===== src/rtl/burst_reader.sv =====
// burst_reader: credit-limited burst read engine with an in-order return-data FIFO.
// Define BURST_READER_ERR_EN to add response-error handling (rerr_i / err_o).
module burst_reader #(
  parameter int unsigned FIFO_DEPTH = 4
) (
  input  logic        clk,
  input  logic        rst_n,
  input  logic        start_i,
  input  logic [31:0] base_addr_i,
  input  logic [15:0] len_i,
  output logic        busy_o,
  output logic        done_o,
  output logic        req_o,
  output logic [31:0] addr_o,
  input  logic        gnt_i,
  input  logic        rvalid_i,
  input  logic [31:0] rdata_i,
  output logic [31:0] data_o,
  output logic        valid_o,
  input  logic        ready_i
`ifdef BURST_READER_ERR_EN
  ,
  input  logic        rerr_i,
  output logic        err_o
`endif
);

  localparam int unsigned AW = (FIFO_DEPTH > 1) ? $clog2(FIFO_DEPTH) : 1;
  localparam int unsigned CW = AW + 1;
  localparam logic [CW:0] DEPTH_C = FIFO_DEPTH[CW:0];

  typedef enum logic [1:0] {IDLE, REQ, DRAIN} state_t;

  state_t        state_q, state_d;
  logic [31:0]   addr_q;
  logic [15:0]   remain_q;
  logic [CW-1:0] outst_q;
  logic [CW-1:0] occ_q;
  logic [AW-1:0] wr_ptr_q, rd_ptr_q;
  logic [31:0]   mem_q [FIFO_DEPTH];
  logic          done_q, done_d;
  logic          finish;
  logic [CW:0]   inflight;
  logic          start_ok, grant, resp, push, pop, err_resp;

  // Outstanding plus buffered words never exceed the FIFO depth, so a push always has room.
  assign inflight = {1'b0, outst_q} + {1'b0, occ_q};
  assign req_o    = (state_q == REQ) && (inflight < DEPTH_C);
  assign addr_o   = addr_q;
  assign grant    = req_o & gnt_i;
  assign resp     = rvalid_i && (outst_q != '0);
  assign valid_o  = (occ_q != '0);
  assign pop      = valid_o & ready_i;
  assign data_o   = valid_o ? mem_q[rd_ptr_q] : '0;
  assign start_ok = (state_q == IDLE) && start_i;
  assign busy_o   = (state_q != IDLE);
  assign done_o   = done_q;

`ifdef BURST_READER_ERR_EN
  logic drop_q;
  logic err_q;

  // After an error response the remaining in-flight responses are consumed but not buffered.
  assign err_resp = resp & rerr_i;
  assign push     = resp & ~rerr_i & ~drop_q;
  assign err_o    = err_q;
`else
  assign err_resp = 1'b0;
  assign push     = resp;
`endif

  always_comb begin
    state_d = state_q;
    done_d  = 1'b0;
    finish  = 1'b0;
    case (state_q)
      IDLE: begin
        if (start_i) begin
          if (len_i != '0) state_d = REQ;
          else             done_d  = 1'b1;
        end
      end
      REQ: begin
        if (err_resp || (grant && remain_q == 16'd1)) state_d = DRAIN;
      end
      DRAIN: begin
        if (outst_q == '0 && occ_q == '0) begin
          state_d = IDLE;
          done_d  = 1'b1;
          finish  = 1'b1;
        end
      end
      default: state_d = IDLE;
    endcase
  end

  always_ff @(posedge clk or negedge rst_n) begin
    if (!rst_n) begin
      state_q  <= IDLE;
      done_q   <= 1'b0;
      addr_q   <= '0;
      remain_q <= '0;
      outst_q  <= '0;
      occ_q    <= '0;
      wr_ptr_q <= '0;
      rd_ptr_q <= '0;
    end else begin
      state_q <= state_d;
      done_q  <= done_d;
      if (start_ok && len_i != '0) begin
        addr_q   <= base_addr_i;
        remain_q <= len_i;
      end else if (grant) begin
        addr_q   <= addr_q + 32'd4;
        remain_q <= remain_q - 16'd1;
      end
      if (grant && !resp)      outst_q <= outst_q + CW'(1);
      else if (!grant && resp) outst_q <= outst_q - CW'(1);
      if (push && !pop)      occ_q <= occ_q + CW'(1);
      else if (!push && pop) occ_q <= occ_q - CW'(1);
      if (push) wr_ptr_q <= wr_ptr_q + AW'(1);
      if (pop)  rd_ptr_q <= rd_ptr_q + AW'(1);
    end
  end

  always_ff @(posedge clk) begin
    if (push) mem_q[wr_ptr_q] <= rdata_i;
  end

`ifdef BURST_READER_ERR_EN
  always_ff @(posedge clk or negedge rst_n) begin
    if (!rst_n) begin
      drop_q <= 1'b0;
      err_q  <= 1'b0;
    end else if (start_ok) begin
      drop_q <= 1'b0;
      err_q  <= 1'b0;
    end else begin
      if (err_resp) drop_q <= 1'b1;
      if (finish)   err_q  <= drop_q;
    end
  end
`endif

endmodule


===== config.mk =====
export PLATFORM = sky130hd
export DESIGN_NAME = burst_reader
export DESIGN_NICKNAME = d
export VERILOG_FILES = /design/src/rtl/burst_reader.sv
export SDC_FILE = /design/constraint.sdc
export NUM_CORES = 1
export LEC_CHECK = 0
export BUFFER_PORTS_ARGS = -buffer_cell sky130_fd_sc_hd__buf_4
export CORE_MARGIN = 8
export CORE_UTILIZATION = 56
export CTS_BUF_LIST = sky130_fd_sc_hd__clkbuf_16
export DETAILED_ROUTE_END_ITERATION = 8
export GPL_TIMING_DRIVEN = 0
export MAX_ROUTING_LAYER = met4
export PLACE_DENSITY_LB_ADDON = 0.3
export SETUP_SLACK_MARGIN = 0.4
export SLEW_MARGIN = 10
export SYNTH_ARGS = -nofsm -noshare
export SYNTH_HDL_FRONTEND = slang
export SYNTH_SLANG_ARGS = --single-unit

===== constraint.sdc =====
create_clock -name clk -period 2.78 [get_ports clk]
set_input_delay 0.834 -clock clk [delete_from_list [all_inputs] [get_ports clk]]
set_output_delay 0.834 -clock clk [all_outputs]
set_load 0.005 [all_outputs]

==> results_dict.tcl, run 1 <==
set metrics [dict create \
    outcome "finished, final reports clean" \
    clk_latency_ns 0.44 \
    cts_hold_buf 0 \
    ys_warn_count 0 \
    grt_pass1_wl_um 33300 \
    rsz0062_at_grt "true" \
    switching_share_pct 32.5 \
    fp.dieArea_um2 19100 \
    final_cells 993 \
    setup_violations 0 \
    syn_area_um2 8390 \
    die_h_um 138 \
    fin_crit_sh_pct 98.7 \
    p_leak_nw 4.26 \
    combPwrFrac_pct 42.7 \
    nNetsFinal 896 \
    skew_ns 0.0172 \
    place.gp.congestion 0.939 \
    clk_pin_slew_worst_paths_ns 0.07 \
    hpwl_um 14500 \
    muxShareOfSynthArea_pct 8.86 \
    ios 154 \
    cts_root_buf "clkbuf_16" \
    rr_endpoint "outst_q[2]" \
    wl_um 21700 \
    path_class "flop to primary output" \
    fin_crit_ns 2.74 \
    antenna_found_initial 0 \
    track_usage_pct 22.6 \
    drtIter0Drc 406 \
    grt_start_max_net_pins 62 \
    ys_ff_latch 189 \
    portBuffers 153 \
    hold_slack_ns 0.496 \
    clkPwrFrac_pct 20.2 \
    cap_violations 0 \
    synth_edf_count 128 \
    finalHoldViolCount 0 \
    grt-ovfl-total 0 \
    async_flop_share_pct 32.3 \
    num_vias 5995 \
    tritoncts.num_buffers 17 \
    arrival_ns 1.91 \
    drtAntennaViolNets 0 \
    cp.required_ns 1.95 \
    worst_pin_slew_ns 0.882 \
    synth_xor_area_share_pct 2.72 \
    hp-class "input pin to async pin" \
    post_drt_via_cell_ratio 6.04 \
    synth_top_family_by_area "simple AND/OR/NAND/NOR gates" \
    h-tree-depth 4 \
    synthTopCellsByCount "128 x edfxtp_1, 61 x dfrtp_1, 55 x nand2_1" \
    synthMostInstantiatedCell "edfxtp_1" \
    syn_to_final_growth_pct 31.0 \
    maxSlewViolCount 0 \
    yosys.cell_types.count 50 \
    avgSynthCellArea_um2 13.9 \
    yosysTopAreaCellShare_pct 45.8 \
    fmax_ghz 0.365 \
    synth-simple-area-share_pct 13.2 \
    p_sw_w 0.00394 \
    initial_utilization_pct 57.5 \
    placed_cells 942 \
    synth_compound_area_share_pct 6.95 \
    wl_per_cell_um 21.9 \
    end_kind "primary output" \
    power.density_nw_per_um2 1100 \
    cp-start-kind "flop" \
    reg2regPathDepth 13 \
    r2r_setup_slack_ns 0.29 \
    power.internal_w 0.00820 \
    die_w_um 138 \
    r2r-start "occ_q[1]" \
    ys_top_cells_by_area "edfxtp_1 46%, dfrtp_1 18%, mux4_2 8.6%" \
    synth_cells 605 \
    cts_tree "done" \
    drc_errors 0 \
    p_total_w 0.0121 \
    cts.sinks 189 \
    slew_headroom_pct 41.2 \
    ys_seq_area_share_pct 64.0 \
    ir_drop_mv 0.532 \
    grt_pass1_vias 6223 \
    core_area_um2 14600 \
    synthesis.nets 704 \
    ys.flop_type "edfxtp_1" \
    clockBufferDepth 2 \
    num_rows 44 \
    final_area_um2 11000 \
    layout-drive-gt1-share_pct 38.6 \
    synthAdderAreaFrac_pct 2.12 \
    synth_area_leader_cell "edfxtp_1" \
    postPlaceCellArea_um2 9790 \
    first_pass_iters 6 \
    critical_path.max_fanout 8 \
    p_seq_share_pct 37.1 \
    antenna_cells 0 \
]
layer usage:
layer	global-route usage [%]	vias up	share of wire, %
met1	27.3	2974	42
met3	5.07	30	6.5
met4	8.24	0	2.1
met5	-	-	0
li1	-	2684	-
met2	36.7	307	50
how the worst max path moves through the flow:
stage | slack (ns) | endpoint | depth (start not counted) | startpoint
global placement | -0.37 | addr_o[27] | 7 | len_i[11]
detailed placement | -0.32 | addr_o[27] | 7 | len_i[11]
finish | 0.04 | data_o[17] | 5 | rd_ptr_q[0]
CTS | 0.004 | data_o[23] | 5 | rd_ptr_q[0]
global route | -0.03 | data_o[17] | 5 | rd_ptr_q[0]
floorplan | 0.32 | data_o[10] | 4 | rd_ptr_q[0]
layout make-up:
class | count | area [um^2]
sequential | 189 | 5370
fill | 904 | 3600
multi-input combinational | 370 | 3030
timing repair buffer | 173 | 1460
clock buffer | 17 | 425
buffer | 30 | 243
tap | 184 | 230
clock inverter | 14 | 165
inverter | 16 | 60.1
power groups by stage:
stage	sequential, W	clock [W]	combinational (W)
2_1_floorplan	0.00435	0	0.00238
4_1_cts	0.00449	0.00247	0.00457
5_1_grt	0.00459	0.00258	0.00562
6_report	0.00450	0.00245	0.00518
3_3_place_gp	0.00444	0	0.00404
3_5_place_dp	0.00451	0	0.00412
cells in the final DEF, fill, tap and decap left out, types with 11 or more instances in the layout:
cell	count
buf_4	145
edfxtp_1	128
dfrtp_1	59
nand2_1	55
mux4_2	32
nor2_1	28
o21ai_0	27
buf_6	25
and2_4	24
nand3_1	22
clkbuf_16	20
xnor2_1	15
inv_1	13
a21oi_1	12
nand4_1	11
xor2_1	11
logic make-up (layout without fill, tap and decap cells):
group / after synthesis / in the layout
and+or+nand+nor: 208 / 208
DFF: 189 / 189
muxes: 34 / 34
AOI/OAI and AO/OA: 89 / 89
xor gates and xnor gates: 26 / 26
adders and majority gates: 13 / 13
buffers and inverters: 46 / 250
repair_timing:
item	4_1_cts	5_1_grt
pin swaps	4	11
resized for setup	52	66
gates cloned	0	3
buffers inserted	14	3
hold endpoints to repair	0	0
endpoints found under the setup margin	77	101
sequential cells by signal, summed over array words and instances (netlist names):
signal / count
state_q: 2
remain_q: 16
outst_q: 3
done_o: 1
wr_ptr_q: 2
rd_ptr_q: 2
mem_q: 128
addr_o: 32
occ_q: 3
worst max-delay path, cell delays in order (launching register included):
cell and delay (ns):
dfrtp_1 0.38, buf_12 0.17, clkbuf_16 0.16, mux4_2 0.49, and2_4 0.18, buf_6 0.11
stage by stage:
stage / util, % / TNS (ns) / setup slack [ns]
2_1_floorplan: - / 0 / 0.316
3_3_place_gp: 67.1 / -7.97 / -0.370
3_5_place_dp: 67.1 / -9.19 / -0.321
4_1_cts: 73.3 / 0 / 0.00444
5_1_grt: 75.3 / -0.324 / -0.0341
6_report: 75.3 / 0 / 0.0370
(Power assumes the default switching activity.)
==> inputs of run 2 (changes only) <==
- CORE_ASPECT_RATIO: default -> 0.75
==> run 2 against run 1 <==
Die area grew 0.21%; largest cell class unchanged; sequential share of layout area fell by 0.16 points; critical endpoint is now data_o[22]; global-route usage increased by 0.70 points.
==> results_dict.tcl, run 2 (synthesis results as in run 1) <==
set metrics [dict create \
    outcome "finished, final reports clean" \
    skew_ns 0.0218 \
    h-tree-depth 4 \
    p_sw_w 0.00409 \
    cts_root_buf "clkbuf_16" \
    grt_pass1_vias 6239 \
    p_leak_nw 4.28 \
    setup_violations 0 \
    combPwrFrac_pct 43.6 \
    grt_start_max_net_pins 62 \
    utilization_pct 75.8 \
    num_vias 6115 \
    cts_hold_buf 0 \
    largest_reg_flops 128 \
    post_drt_via_cell_ratio 6.03 \
    cp-start-kind "flop" \
    rr_endpoint "outst_q[2]" \
    end_kind "primary output" \
    wl_um 22400 \
    num-fill-cells 910 \
    core_area_um2 14500 \
    nNetsFinal 900 \
    cap_violations 0 \
    clk_latency_ns 0.43 \
    fmax_ghz 0.365 \
    p_seq_share_pct 36.7 \
    hpwl_um 14700 \
    slowest_stage "mux4_2" \
    r2r_setup_slack_ns 0.26 \
    drtAntennaViolNets 0 \
    fin_crit_ns 2.74 \
    critPathMaxStageDelay_ns 0.49 \
    drtIter0Drc 698 \
    antenna_cells 0 \
    worst_pin_slew_ns 0.902 \
    cts_tree "done" \
    clkPwrFrac_pct 19.7 \
    layout-drive-gt1-share_pct 39.6 \
    power.internal_w 0.00810 \
    cts.sinks 189 \
    r2r-start "occ_q[1]" \
    num_rows 38 \
    ios 154 \
    slew_headroom_pct 39.9 \
    switching_share_pct 33.6 \
    drc_errors 0 \
    track_usage_pct 23.3 \
    fin_crit_sh_pct 98.5 \
    rsz0062_at_grt "true" \
    clockBufferDepth 2 \
    finalHoldViolCount 0 \
    portBuffers 153 \
    critical_path.max_fanout 9 \
    syn_to_final_growth_pct 31.4 \
    reg2regPathDepth 14 \
    fp.dieArea_um2 19200 \
    p_total_w 0.0122 \
    regMostFlops "mem_q" \
    first_pass_iters 5 \
    antenna_found_initial 0 \
    clk_pin_slew_worst_paths_ns 0.08 \
    maxSlewViolCount 0 \
    path_class "flop to primary output" \
    die_h_um 122 \
    placed_cells 958 \
    final_cells 1014 \
    path_cells "buf_12 -> clkbuf_16 -> mux4_2 -> and2_1 -> buf_4" \
    tritoncts.num_buffers 17 \
    mostFrequentLayoutCell "buf_4" \
    wl_per_cell_um 22.1 \
    grt-ovfl-total 0 \
    die_w_um 157 \
    arrival_ns 1.90 \
    multi_input_area_um2 3030 \
    grt_pass1_wl_um 33100 \
    power.density_nw_per_um2 1110 \
    hp-class "input pin to async pin" \
    seq_area_um2 5370 \
    place.gp.congestion 0.949 \
    final_cell_mix "146 x buf_4, 128 x edfxtp_1, 58 x dfrtp_1, 55 x nand2_1, 32 x mux4_2" \
    ir_drop_mv 0.558 \
    cp.required_ns 1.95 \
    initial_utilization_pct 57.6 \
]
run 2: cell count changes in the layout (fill, tap and decap cells not counted), moves of 3 or more:
cell,before,now
and2_4,24,28
buf_6,25,29
clkbuf_1,10,6
clkinv_2,4,0
nor4_2,2,5
o311ai_1,3,6
run 2: power by group through the flow:
stage	Clock, W	Combinational [W]	Sequential [W]
after floorplan	0	0.00238	0.00435
after global placement	0	0.00405	0.00443
after detailed placement	0	0.00415	0.00449
after CTS	0.00241	0.00491	0.00446
after global routing	0.00251	0.00571	0.00456
final	0.00240	0.00532	0.00448
run 2: what timing repair did:
action,in CTS,in global routing
pin swaps,11,4
buffers inserted,13,8
setup endpoints to repair,67,192
gates cloned,0,3
gates resized for setup,87,49
run 2: per-stage QoR:
stage / setup slack [ns] / TNS (ns) / cell area [um^2] / hold WS (ns)
2_1_floorplan: 0.316 / 0 / 8420 / 0.467
3_3_place_gp: -0.131 / -2.60 / 9810 / 0.463
3_5_place_dp: -0.119 / -3.43 / 9810 / 0.465
4_1_cts: 0.0119 / 0 / 10800 / 0.481
5_1_grt: -0.0107 / -0.0255 / 11000 / 0.507
6_report: 0.0415 / 0 / 11000 / 0.471
run 2: how the worst max path moves through the flow:
| stage | startpoint | to | slack [ns] |
|---|---|---|---|
| 2_1_floorplan | rd_ptr_q[0] | data_o[10] | 0.32 |
| 3_3_place_gp | len_i[11] | addr_o[27] | -0.13 |
| 3_5_place_dp | len_i[11] | remain_q[1] | -0.12 |
| 4_1_cts | rd_ptr_q[0] | data_o[20] | 0.01 |
| 5_1_grt | rd_ptr_q[0] | data_o[2] | -0.01 |
| 6_report | rd_ptr_q[0] | data_o[22] | 0.04 |
run 2: final cells by class:
type                            count  area share (%)
Clock buffer                       17            3.86
Multi-Input combinational cell    370            27.5
Inverter                           16           0.590
Timing Repair Buffer              177            13.5
Buffer                             30            2.16
Tap cell                          200            2.27
Clock inverter                     15            1.38
Sequential cell                   189            48.7
run 2: per-layer routing:
| layer | GRT usage (%) | part of all wire (%) | vias up |
|---|---|---|---|
| met5 | - | 0 | - |
| met4 | 6.64 | 1.8 | 0 |
| met3 | 7.18 | 9.0 | 35 |
| met2 | 36.2 | 48 | 299 |
| met1 | 29.3 | 41 | 3079 |
| li1 | - | - | 2702 |
run 2: critical path, delay by kind of cell, from the launching register on:
kind | cells | cell delay [ns]
muxes | 1 | 0.49
DFF | 1 | 0.38
buffers and inverters | 3 | 0.46
and+or+nand+nor | 1 | 0.16
==> inputs of run 3 (changes only) <==
- clock period: 2.78 -> 3 ns (I/O delays scaled with it)
==> run 3 against run 2 <==
Sequential cell count is the same; setup slack gained 0.12 ns; core utilization shrank 0.20 points; final cell count is the same; largest cell class unchanged; via count shrank 2.1%.
==> results_dict.tcl, run 3 (synthesis results as in run 1) <==
set metrics [dict create \
    outcome "finished, final reports clean" \
    fmax_ghz 0.353 \
    layout-drive-gt1-share_pct 37.7 \
    reg2regPathDepth 11 \
    antenna_found_initial 0 \
    postPlaceCellArea_um2 9890 \
    initial_utilization_pct 57.6 \
    maxSlewViolCount 0 \
    clk_pin_slew_worst_paths_ns 0.08 \
    hp-start "addr_o[0]" \
    cp-startpoint "rd_ptr_q[0]" \
    finalHoldViolCount 0 \
    worst_pin_slew_ns 0.824 \
    placed_cells 962 \
    h-tree-depth 4 \
    r2r-start "outst_q[2]" \
    num-fill-cells 917 \
    critPathMaxStageDelay_ns 0.51 \
    slew_headroom_pct 44.6 \
    cap_violations 0 \
    grt_pass1_wl_um 33700 \
    hp-class "flop to flop" \
    path_class "flop to primary output" \
    power.density_nw_per_um2 1020 \
    whs_endpoint "addr_o[0]" \
    grt_start_max_net_pins 62 \
    wl_per_cell_um 22.1 \
    cts_tree "done" \
    regMostFlops "mem_q" \
    syn_to_final_growth_pct 31.1 \
    portBuffers 153 \
    mostFrequentLayoutCell "buf_4" \
    clk_latency_ns 0.43 \
    drc_errors 0 \
    wl_um 22400 \
    fin_ws_ns 0.166 \
    p_leak_nw 4.26 \
    core_area_um2 14500 \
    path_buf_inv 3 \
    ir_drop_mv 0.482 \
    skew_ns 0.0138 \
    hpwl_um 15500 \
    fin_crit_ns 2.83 \
    nNetsFinal 900 \
    cts_root_buf "clkbuf_16" \
    grt_pass1_vias 6108 \
    end_kind "primary output" \
    drtIter0Drc 546 \
    largest_reg_flops 128 \
    clockBufferDepth 2 \
    antenna_cells 0 \
    crit_top_cell "buf_4" \
    first_pass_iters 6 \
    cts.sinks 189 \
    dp_slack_ns -0.262 \
    arrival_ns 1.93 \
    path_cells "buf_12 -> buf_4 -> mux4_2 -> and2_4 -> buf_4" \
    num_vias 5989 \
    slowest_stage "mux4_2" \
    num_rows 38 \
    crit_family "multiplexers" \
    final_cells 1014 \
    ios 154 \
    cp-start-kind "flop" \
    track_usage_pct 23.9 \
    die_h_um 122 \
    tritoncts.num_buffers 17 \
    r2r_setup_slack_ns 0.40 \
    cp.required_ns 2.10 \
    grt-ovfl-total 0 \
    final_cell_mix "149 x buf_4, 128 x edfxtp_1, 56 x dfrtp_1, 55 x nand2_1, 32 x mux4_2" \
    fin_crit_sh_pct 94.5 \
    drtAntennaViolNets 0 \
    timing.setup.tns_ns 0 \
    die_w_um 157 \
    rsz0062_at_grt "true" \
    rr_endpoint "outst_q[2]" \
    utilization_pct 75.6 \
    fp.dieArea_um2 19200 \
    place.gp.congestion 0.936 \
    critical_path.max_fanout 5 \
    final_area_um2 11000 \
    post_drt_via_cell_ratio 5.91 \
    setup_violations 0 \
    hold-path-cell-count 2 \
]
[run 3: cell types whose count changed in the layout (fill, tap and decap cells not counted), moves of 4 or more]
cell      delta
buf_6        -9
and2_4       -8
and2_1       +6
clkbuf_1     +5
buf_16       +4
inv_8        +4
nor4_1       +4
nor4_2       -4
[run 3: how the worst max path moves through the flow]
| stage | to | slack (ns) | cells past startpoint |
|---|---|---|---|
| 4_1_cts | data_o[26] | 0.14 | 5 |
| 6_report | data_o[0] | 0.17 | 5 |
| 3_3_place_gp | mem_q[0][11] | -0.20 | 4 |
| 3_5_place_dp | outst_q[2] | -0.26 | 11 |
| 2_1_floorplan | outst_q[2] | 0.43 | 11 |
| 5_1_grt | data_o[22] | 0.11 | 5 |
[run 3: cell type report]
type / instances / area [um^2] / share of cell area (%)
flip-flops and latches: 189 / 5380 / 48.9
inverters: 16 / 60.1 / 0.546
plain buffers: 30 / 223 / 2.03
multi-input cells: 370 / 2950 / 26.8
repair buffers: 177 / 1550 / 14.1
well taps: 200 / 250 / 2.28
clock inverters: 15 / 166 / 1.51
clock buffers: 17 / 425 / 3.87
[run 3: per-stage QoR]
stage	total power [W]	hold slack [ns]
6_report	0.0112	0.497
5_1_grt	0.0118	0.520
4_1_cts	0.0108	0.491
3_5_place_dp	0.00810	0.473
3_3_place_gp	0.00784	0.470
2_1_floorplan	0.00622	0.467
[run 3: worst register-to-register path: stages, from the launching register on]
cell and delay (ns):
dfrtp_2 0.44, ha_4 0.26, nor3_4 0.22, nand4_1 0.21, inv_2 0.18, buf_8 0.15, ha_2 0.19, inv_1 0.05
fa_1 0.37, xor2_1 0.16, nor2_1 0.14, xor2_1 0.17
[run 3: repair_timing]
item	4_1_cts	5_1_grt
setup endpoints to repair	58	55
gates cloned	1	3
pin swaps	11	9
hold buffers	0	0
setup buffers	9	7
resized for setup	49	48
[run 3: metal layers]
layer  wire length [um]  up-vias  global-route usage (%)  share of wire, %
met3               1580       27                    5.41               7.1
li1                   -     2697                       -                 -
met5                  0        -                       -                 0
met1               9490     3032                    31.2                42
met4                271        0                    6.70               1.2
met2              11100      233                    37.2                49
[run 3: where the power goes]
| group | switching [W] | internal (W) |
|---|---|---|
| combinational | 0.00213 | 0.00269 |
| clock | 0.00106 | 0.00119 |
| sequential | 0.000608 | 0.00357 |
| total | 0.00380 | 0.00744 |
